===== src/rtl/prio_scan_unit.sv =====
// Purpose : registered merge / find-first-set / ascending-or-descending bit scan.
// Latency : accept at edge N -> beat 0 valid after edge N; scans emit 1 beat/cycle.
// Backpr. : out_ready_i low holds the current beat stable; no accept while a beat is held.
//
// Ports:
//   clk, rst_n        clock, async active-low reset
//   in_valid_i/in_ready_o, in_mode_i, in_a_i, in_b_i, in_mask_i   command side
//   abort_i           synchronous drop of the current command (highest priority)
//   out_valid_o/out_ready_i, out_data_o, out_idx_o, out_cnt_o, out_zero_o, out_last_o
module prio_scan_unit #(
  parameter int W  = 8,
  parameter int IW = $clog2(W)
) (
  input  logic          clk,
  input  logic          rst_n,
  input  logic          in_valid_i,
  output logic          in_ready_o,
  input  logic [1:0]    in_mode_i,
  input  logic [W-1:0]  in_a_i,
  input  logic [W-1:0]  in_b_i,
  input  logic [W-1:0]  in_mask_i,
  input  logic          abort_i,
  output logic          out_valid_o,
  input  logic          out_ready_i,
  output logic [W-1:0]  out_data_o,
  output logic [IW-1:0] out_idx_o,
  output logic [IW:0]   out_cnt_o,
  output logic          out_zero_o,
  output logic          out_last_o
);

  typedef enum logic {S_IDLE, S_BEAT} state_t;

  localparam logic [1:0]  M_MERGE = 2'd0;
  localparam logic [1:0]  M_FIRST = 2'd1;
  localparam logic [1:0]  M_DN    = 2'd3;
  localparam logic [IW:0] CNT_ONE = (IW+1)'(1);

  state_t        state_q, state_d;
  logic [W-1:0]  pending_q, pending_d;
  logic [1:0]    mode_q, mode_d;
  logic [W-1:0]  data_q, data_d;
  logic [IW-1:0] idx_q, idx_d;
  logic [IW:0]   cnt_q, cnt_d;
  logic          zero_q, zero_d;
  logic          last_q, last_d;

  // The bit picker is shared between the first beat (fed from the input
  // operand) and the following scan beats (fed from the pending register).
  logic [W-1:0]  src;
  logic [1:0]    sel_mode;
  logic [IW-1:0] lo_idx, hi_idx, pick_idx;
  logic [W-1:0]  pick_bit, rest;

  assign src      = (state_q == S_IDLE) ? in_a_i : pending_q;
  assign sel_mode = (state_q == S_IDLE) ? in_mode_i : mode_q;

  always_comb begin
    lo_idx = '0;
    hi_idx = '0;
    // Downward loop: the last hit written is the lowest set bit.
    for (int i = W - 1; i >= 0; i--) begin
      if (src[i]) lo_idx = IW'(i);
    end
    // Upward loop: the last hit written is the highest set bit.
    for (int i = 0; i < W; i++) begin
      if (src[i]) hi_idx = IW'(i);
    end
  end

  assign pick_idx = (sel_mode == M_DN) ? hi_idx : lo_idx;
  assign pick_bit = (src == '0) ? '0 : (W'(1) << pick_idx);
  assign rest     = src & ~pick_bit;

  always_comb begin
    state_d   = state_q;
    pending_d = pending_q;
    mode_d    = mode_q;
    data_d    = data_q;
    idx_d     = idx_q;
    cnt_d     = cnt_q;
    zero_d    = zero_q;
    last_d    = last_q;

    if (abort_i) begin
      state_d   = S_IDLE;
      pending_d = '0;
      data_d    = '0;
      idx_d     = '0;
      cnt_d     = '0;
      zero_d    = 1'b0;
      last_d    = 1'b0;
    end else if (state_q == S_IDLE) begin
      if (in_valid_i) begin
        state_d = S_BEAT;
        mode_d  = in_mode_i;
        cnt_d   = '0;
        if (in_mode_i == M_MERGE) begin
          data_d    = (in_a_i & in_mask_i) | (in_b_i & ~in_mask_i);
          idx_d     = '0;
          zero_d    = 1'b0;
          last_d    = 1'b1;
          pending_d = '0;
        end else if (in_a_i == '0) begin
          data_d    = '0;
          idx_d     = '0;
          zero_d    = 1'b1;
          last_d    = 1'b1;
          pending_d = '0;
        end else begin
          data_d = pick_bit;
          idx_d  = pick_idx;
          zero_d = 1'b0;
          if (in_mode_i == M_FIRST) begin
            pending_d = '0;
            last_d    = 1'b1;
          end else begin
            pending_d = rest;
            last_d    = (rest == '0);
          end
        end
      end
    end else if (out_ready_i) begin
      if (last_q) begin
        state_d = S_IDLE;
      end else begin
        // Only scans reach here, and pending is non-zero whenever last is 0.
        data_d    = pick_bit;
        idx_d     = pick_idx;
        zero_d    = 1'b0;
        pending_d = rest;
        last_d    = (rest == '0);
        cnt_d     = cnt_q + CNT_ONE;
      end
    end
  end

  always_ff @(posedge clk or negedge rst_n) begin
    if (!rst_n) begin
      state_q   <= S_IDLE;
      pending_q <= '0;
      mode_q    <= M_MERGE;
      data_q    <= '0;
      idx_q     <= '0;
      cnt_q     <= '0;
      zero_q    <= 1'b0;
      last_q    <= 1'b0;
    end else begin
      state_q   <= state_d;
      pending_q <= pending_d;
      mode_q    <= mode_d;
      data_q    <= data_d;
      idx_q     <= idx_d;
      cnt_q     <= cnt_d;
      zero_q    <= zero_d;
      last_q    <= last_d;
    end
  end

  assign in_ready_o  = (state_q == S_IDLE);
  assign out_valid_o = (state_q == S_BEAT);
  assign out_data_o  = data_q;
  assign out_idx_o   = idx_q;
  assign out_cnt_o   = cnt_q;
  assign out_zero_o  = zero_q;
  assign out_last_o  = last_q;

endmodule


===== config.mk =====
export PLATFORM = sky130hd
export DESIGN_NAME = prio_scan_unit
export DESIGN_NICKNAME = d
export VERILOG_FILES = /design/src/rtl/prio_scan_unit.sv
export SDC_FILE = /design/constraint.sdc
export NUM_CORES = 1
export LEC_CHECK = 0
export CAP_MARGIN = 40
export CORE_MARGIN = 8
export CORE_UTILIZATION = 40
export CTS_BUF_LIST = sky130_fd_sc_hd__clkbuf_4 sky130_fd_sc_hd__clkbuf_8
export CTS_CLUSTER_DIAMETER = 100
export DETAILED_ROUTE_END_ITERATION = 10
export GPL_ROUTABILITY_DRIVEN = 0
export HOLD_SLACK_MARGIN = 0.12
export PLACE_DENSITY = 0.68
export SYNTH_ARGS = -nofsm -noshare
export SYNTH_HDL_FRONTEND = slang
export SYNTH_SLANG_ARGS = --single-unit

===== constraint.sdc =====
create_clock -name clk -period 3.3 [get_ports clk]
set_input_delay 0.66 -clock clk [delete_from_list [all_inputs] [get_ports clk]]
set_output_delay 0.66 -clock clk [all_outputs]
set_load 0.005 [all_outputs]

# Yosys cells after proc, flatten, opt, wreduce, memory -nomap -nowiden
# Cells that the tools add are included.
[op_classes]
n_addsub = 1
n_mul = 0
div = 0
order_cmp = 0
n_eq_ne = 4
shifts = 1
n_mux = 66
n_bitwise = 8
reduce_logical = 8
[op_table]
columns = ["operator", "count"]
rows = [
  ["$mux W8", 17],
  ["$mux W3", 22],
  ["$and A8 B8 Y8", 3],
  ["$logic_not A8 Y1", 3],
  ["$mux W1", 21],
  ["$mux W4", 5],
  ["$not A8 Y8", 2],
  ["$or A8 B8 Y8", 1],
  ["$shl A1 B3 Y8 const A", 1],
  ["$ne A3 B3 Y1 const B", 2],
  ["$reduce_and A3 Y1", 2],
  ["$add A4 B1 Y4 const B", 1],
  ["$reduce_bool A3 Y1", 1],
  ["$eq A2 B1 Y1 const B", 1],
  ["$eq A2 B2 Y1 const B", 1],
  ["$logic_not A2 Y1", 1],
  ["$mux W2", 1],
  ["$not A1 Y1", 2],
  ["$reduce_and A2 Y1", 1],
]
[totals]
register_bits = 28
latch_bits = 0
ram_bits = 0
rom_bits = 0
in_bits = 31
output_inout_bits = 19
elab_cells = 96
n_memories = 0

# Longest topological paths before layout
[depth]
depth_word = 21
mapped_depth = 11

# Worst setup path before layout
# OpenSTA, ideal clock, no wires.
[synth_path]
path_type = "input to register"
startpoint = "input port in_a_i[5]"
endpoint = "register last_q (netlist: out_last_o)"
setup_time_ns = 0.120
t_arrival_ns = 2.035
required_time_ns = 3.180
slack_ns = 1.144
stages = 8
path_buffers = 1
path_cell_list = "o32a_1 o221ai_1 a32oi_2 buf_6 and2b_1 nand2_2 o22ai_1 a41o_1"
[synth_between]
elab_chain_cells = 19
word_cells_on_any_way = 26
[synth_lines]
columns = ["element", "line", "rtl"]
rows = [
  ["from (decl)", "19", "input logic [W-1:0] in_a_i,"],
  ["$mux W8", "55", "assign src = (state_q == S_IDLE) ? in_a_i : pending_q;"],
  ["$mux W3 (6 in a row)", "63", "if (src[i]) lo_idx = IW'(i);"],
  ["$mux W3", "71", "assign pick_idx = (sel_mode == M_DN) ? hi_idx : lo_idx;"],
  ["$shl A1 B3 Y8", "72", "assign pick_bit = (src == '0) ? '0 : (W'(1) << pick_idx);"],
  ["$mux W8", "72", ""],
  ["$not A8 Y8", "73", "assign rest = src & ~pick_bit;"],
  ["$and A8 B8 Y8", "73", ""],
  ["$logic_not A8 Y1", "119, 132", ""],
  ["$mux W1", "114", "if (in_mode_i == M_FIRST) begin"],
  ["$mux W1", "104", "end else if (in_a_i == '0) begin"],
  ["$mux W1", "98", "if (in_mode_i == M_MERGE) begin"],
  ["$mux W1", "94", "if (in_valid_i) begin"],
  ["$mux W1 *", "93", "end else if (state_q == S_IDLE) begin"],
  ["$mux W1 *", "85", "if (abort_i) begin"],
  ["to (signal assigned)", "156", "last_q <= last_d;"],
  ["to (decl)", "46", "logic last_q, last_d;"],
]
# Mark *: on every way between the ends. The rest lies on a longest branch, timed or not. The select of a mux whose other input is x is not followed.
# A chain may end at the register's enable or synchronous reset.

# Worst setup path after layout
[layout_path]
startpoint = "input port in_a_i[1]"
endpoint = "register last_q (netlist: out_last_o)"
[layout_between]
elab_chain_cells = 20
word_cells_on_any_way = 26
[layout_lines]
columns = ["element", "line", "rtl"]
rows = [
  ["$mux W8", "55", ""],
  ["$mux W1", "67", "if (src[i]) hi_idx = IW'(i);"],
  ["$mux W3 (6 in a row)", "67", ""],
  ["$mux W3", "71", ""],
  ["$shl A1 B3 Y8", "72", ""],
  ["$mux W8", "72", ""],
  ["$not A8 Y8", "73", ""],
  ["$and A8 B8 Y8", "73", ""],
  ["$logic_not A8 Y1", "119, 132", ""],
  ["$mux W1", "114", ""],
  ["$mux W1", "104", ""],
  ["$mux W1", "98", ""],
  ["$mux W1", "94", ""],
  ["$mux W1 *", "93", ""],
  ["$mux W1 *", "85", ""],
]
# Marked as above.

==> impl_metrics.ini <==
[clocking]
cts-root-buf = clkbuf_8
cts.sinks = 28
cts-htree-levels = 1
postCtsSetupBuffers = 0
tritoncts = done
hold_buffers = 0
cts_resized = 0
clockBufferDepth = 2
path_clk_slew_ps = 100
cts_buffers = 3
worstSkewPairLatency_ps = 280

[yosys]
synthTopCellsByArea = dfrtp_1 38%, nand2_1 6.1%, mux2i_1 5.4%
synth_seq_cells = 28
yosysMostFrequentCell = nand2_1
synth_area_um2 = 1844
synthesis.instances = 205
seq_area_frac_synth_pct = 37.99
synthArstFlopShare_pct = 100.0
netlist_top_cells_count = 30 x nand2_1, 28 x dfrtp_1, 24 x nor2_1
synth-main-ff-cell = dfrtp_1
synth_top_area_share_pct = 37.99
ys_types = 52
yosys.area.top_type = dfrtp_1
ys_warn_count = 0
postSynthAreaPerCell_um2 = 8.996
synth_nets = 237
synth_edf_count = 0

[timing]
slew_viol_final = 0
hold_violations = 0
period_minus_slack_ps = 3039
worst_pin_slew_ps = 604.9
whs_ps = 493.4
slew-limit-headroom_pct = 59.68
finalWorstSetupSlack_ps = 261.3
fin_worst_skew_ps = 4.735
fmax_mhz = 329.1
setup_violations = 0
period_share_pct = 92.08
fin_setup_tns_ps = 0
grt_setup_unrepaired = no

[critical_path]
critPathMaxStageDelay_ps = 560
reg2reg_depth = 10
path_max_fanout = 11
path_common_cell = o22ai_1
crit_type = input port to flop
end_kind = flop
path_cells = clkdlybuf4s50_1 -> nand2b_1 -> o22ai_1 -> o221ai_1 -> a32oi_2 -> inv_1 -> o31a_1 -> o22ai_1 -> a41o_1
required_ps = 3520
r2r_start = out_valid_o
cp-start-kind = input port
crit_slowest_cell = clkdlybuf4s50_1
r2r_end = out_last_o
r2r_slack_ps = 320
cp.arrival_ps = 3260

[drt]
drc = 0
post_drt_via_cell_ratio = 5.570
vias = 1721
ant_nets = 0
drt_first_pass_iters = 4
wl_per_cell_um = 16.72
dr.first_iter.drc_count = 100
wl_um = 5167

[worst_hold_path]
whs_path_depth = 1
hold-path-endpoint = out_idx_o[1]
hold_class = flop to flop
hold_start = out_idx_o[1]

[job]
maxCapViolations = 0

[final_layout]
nets = 290
ff_latch_area_um2 = 700.7
fin_cells = 309
final_core_util_pct = 55.70
nFillCells = 396
drive_gt1_share_pct = 10.51
area_delta_synth_final_pct = 33.31
antennaDiodeCount = 0
final_area_um2 = 2459
multi_input_area_um2 = 1052

[die]
initial_core_util_pct = 41.78
die_y_um = 83.90
core_area_um2 = 4414
num_rows = 24
dieArea_um2 = 7039
die_width_um = 83.90
pin_count = 50

[power_and_ir_drop]
p_leak_nw = 1.067
ir_drop_mv = 0.3264
power_mw = 0.9702
p_per_area_nw_per_um2 = 394.6

[placed_design]
portBuffers = 49
dp_hpwl_um = 3974
placedInstanceArea_um2 = 2387
dp_slack_ps = 1.033
dp.cells = 305

[global_routing]
grt_pass1_wl_um = 8528
antenna_found_initial = 0
track_usage_pct = 14.33
grt_max_degree = 29
grt_pass1_vias = 1723
grt.overflow.total = 0

[outcome]
status = complete, no violations
[power breakdown]
part | switching [mW] | total (mW) | internal [mW]
Clock | 0.111 | 0.273 | 0.163
Sequential | 0.0230 | 0.391 | 0.368
Combinational | 0.158 | 0.306 | 0.148
Total | 0.292 | 0.970 | 0.678
[cell families after synthesis]
kind of cell    after synthesis  share of synthesized area (%)
simple gates                 83                          20.76
buf+inv                      15                          4.952
compound gates               59                          24.63
mux                          17                          10.04
xor+xnor                      2                         0.9500
fa+ha+maj                     1                         0.6783
flops                        28                          37.99
[placed cells by master (no fill, tap or decap), drive strengths merged, types with 2 or more instances in the layout]
cell / n
o221ai: 3
a21o: 4
mux2: 6
xor2: 2
a21oi: 11
dfrtp: 28
nand2: 31
o32a: 2
mux2i: 11
or3: 2
nand3: 4
buf: 7
o22ai: 6
clkdlybuf4s50: 49
nor2b: 4
a32oi: 2
nor3: 6
a221o: 3
inv: 7
nor2: 25
o21ai: 11
clkbuf: 3
nand2b: 4
nor4: 3
a22o: 4
a32o: 5
[worst max-delay path by stage]
stage / from / end / slack (ps)
after floorplan: in_a_i[5] / out_last_o / 1140
after global placement: in_a_i[1] / out_last_o / -20
after CTS: in_a_i[1] / out_last_o / 280
final: in_a_i[1] / out_last_o / 260
after detailed placement: in_a_i[1] / out_last_o / 1
after global routing: in_a_i[1] / out_last_o / 60
[layout make-up]
| type | instances | share of cell area, % |
|---|---|---|
| Clock buffer | 3 | 1.679 |
| Clock inverter | 1 | 1.221 |
| Inverter | 7 | 1.069 |
| Multi-Input combinational cell | 162 | 42.80 |
| Sequential cell | 28 | 28.50 |
| Tap cell | 52 | 2.646 |
| Timing Repair Buffer | 56 | 22.09 |
[state kept, by name (all words and copies together), names as in the netlist]
register,flops
out_data_o,8
pending_q,8
out_cnt_o,4
out_idx_o,3
mode_q,2
out_last_o,1
out_valid_o,1
out_zero_o,1
[critical path, delay by kind of cell]
kind	cells	cell delay, ps
and+or+nand+nor	1	160
AOI/OAI and AO/OA	6	1670
buffers and inverters	2	760
[layer usage]
layer | share of wire, % | track usage, % | vias up
met4 | 0.95 | 2.669 | 0
met1 | 47 | 18.58 | 807
met5 | 0 | 0 | -
met3 | 4.1 | 3.613 | 4
li1 | - | - | 865
met2 | 48 | 23.44 | 45
Note: power is estimated with default switching activity, not from simulation.
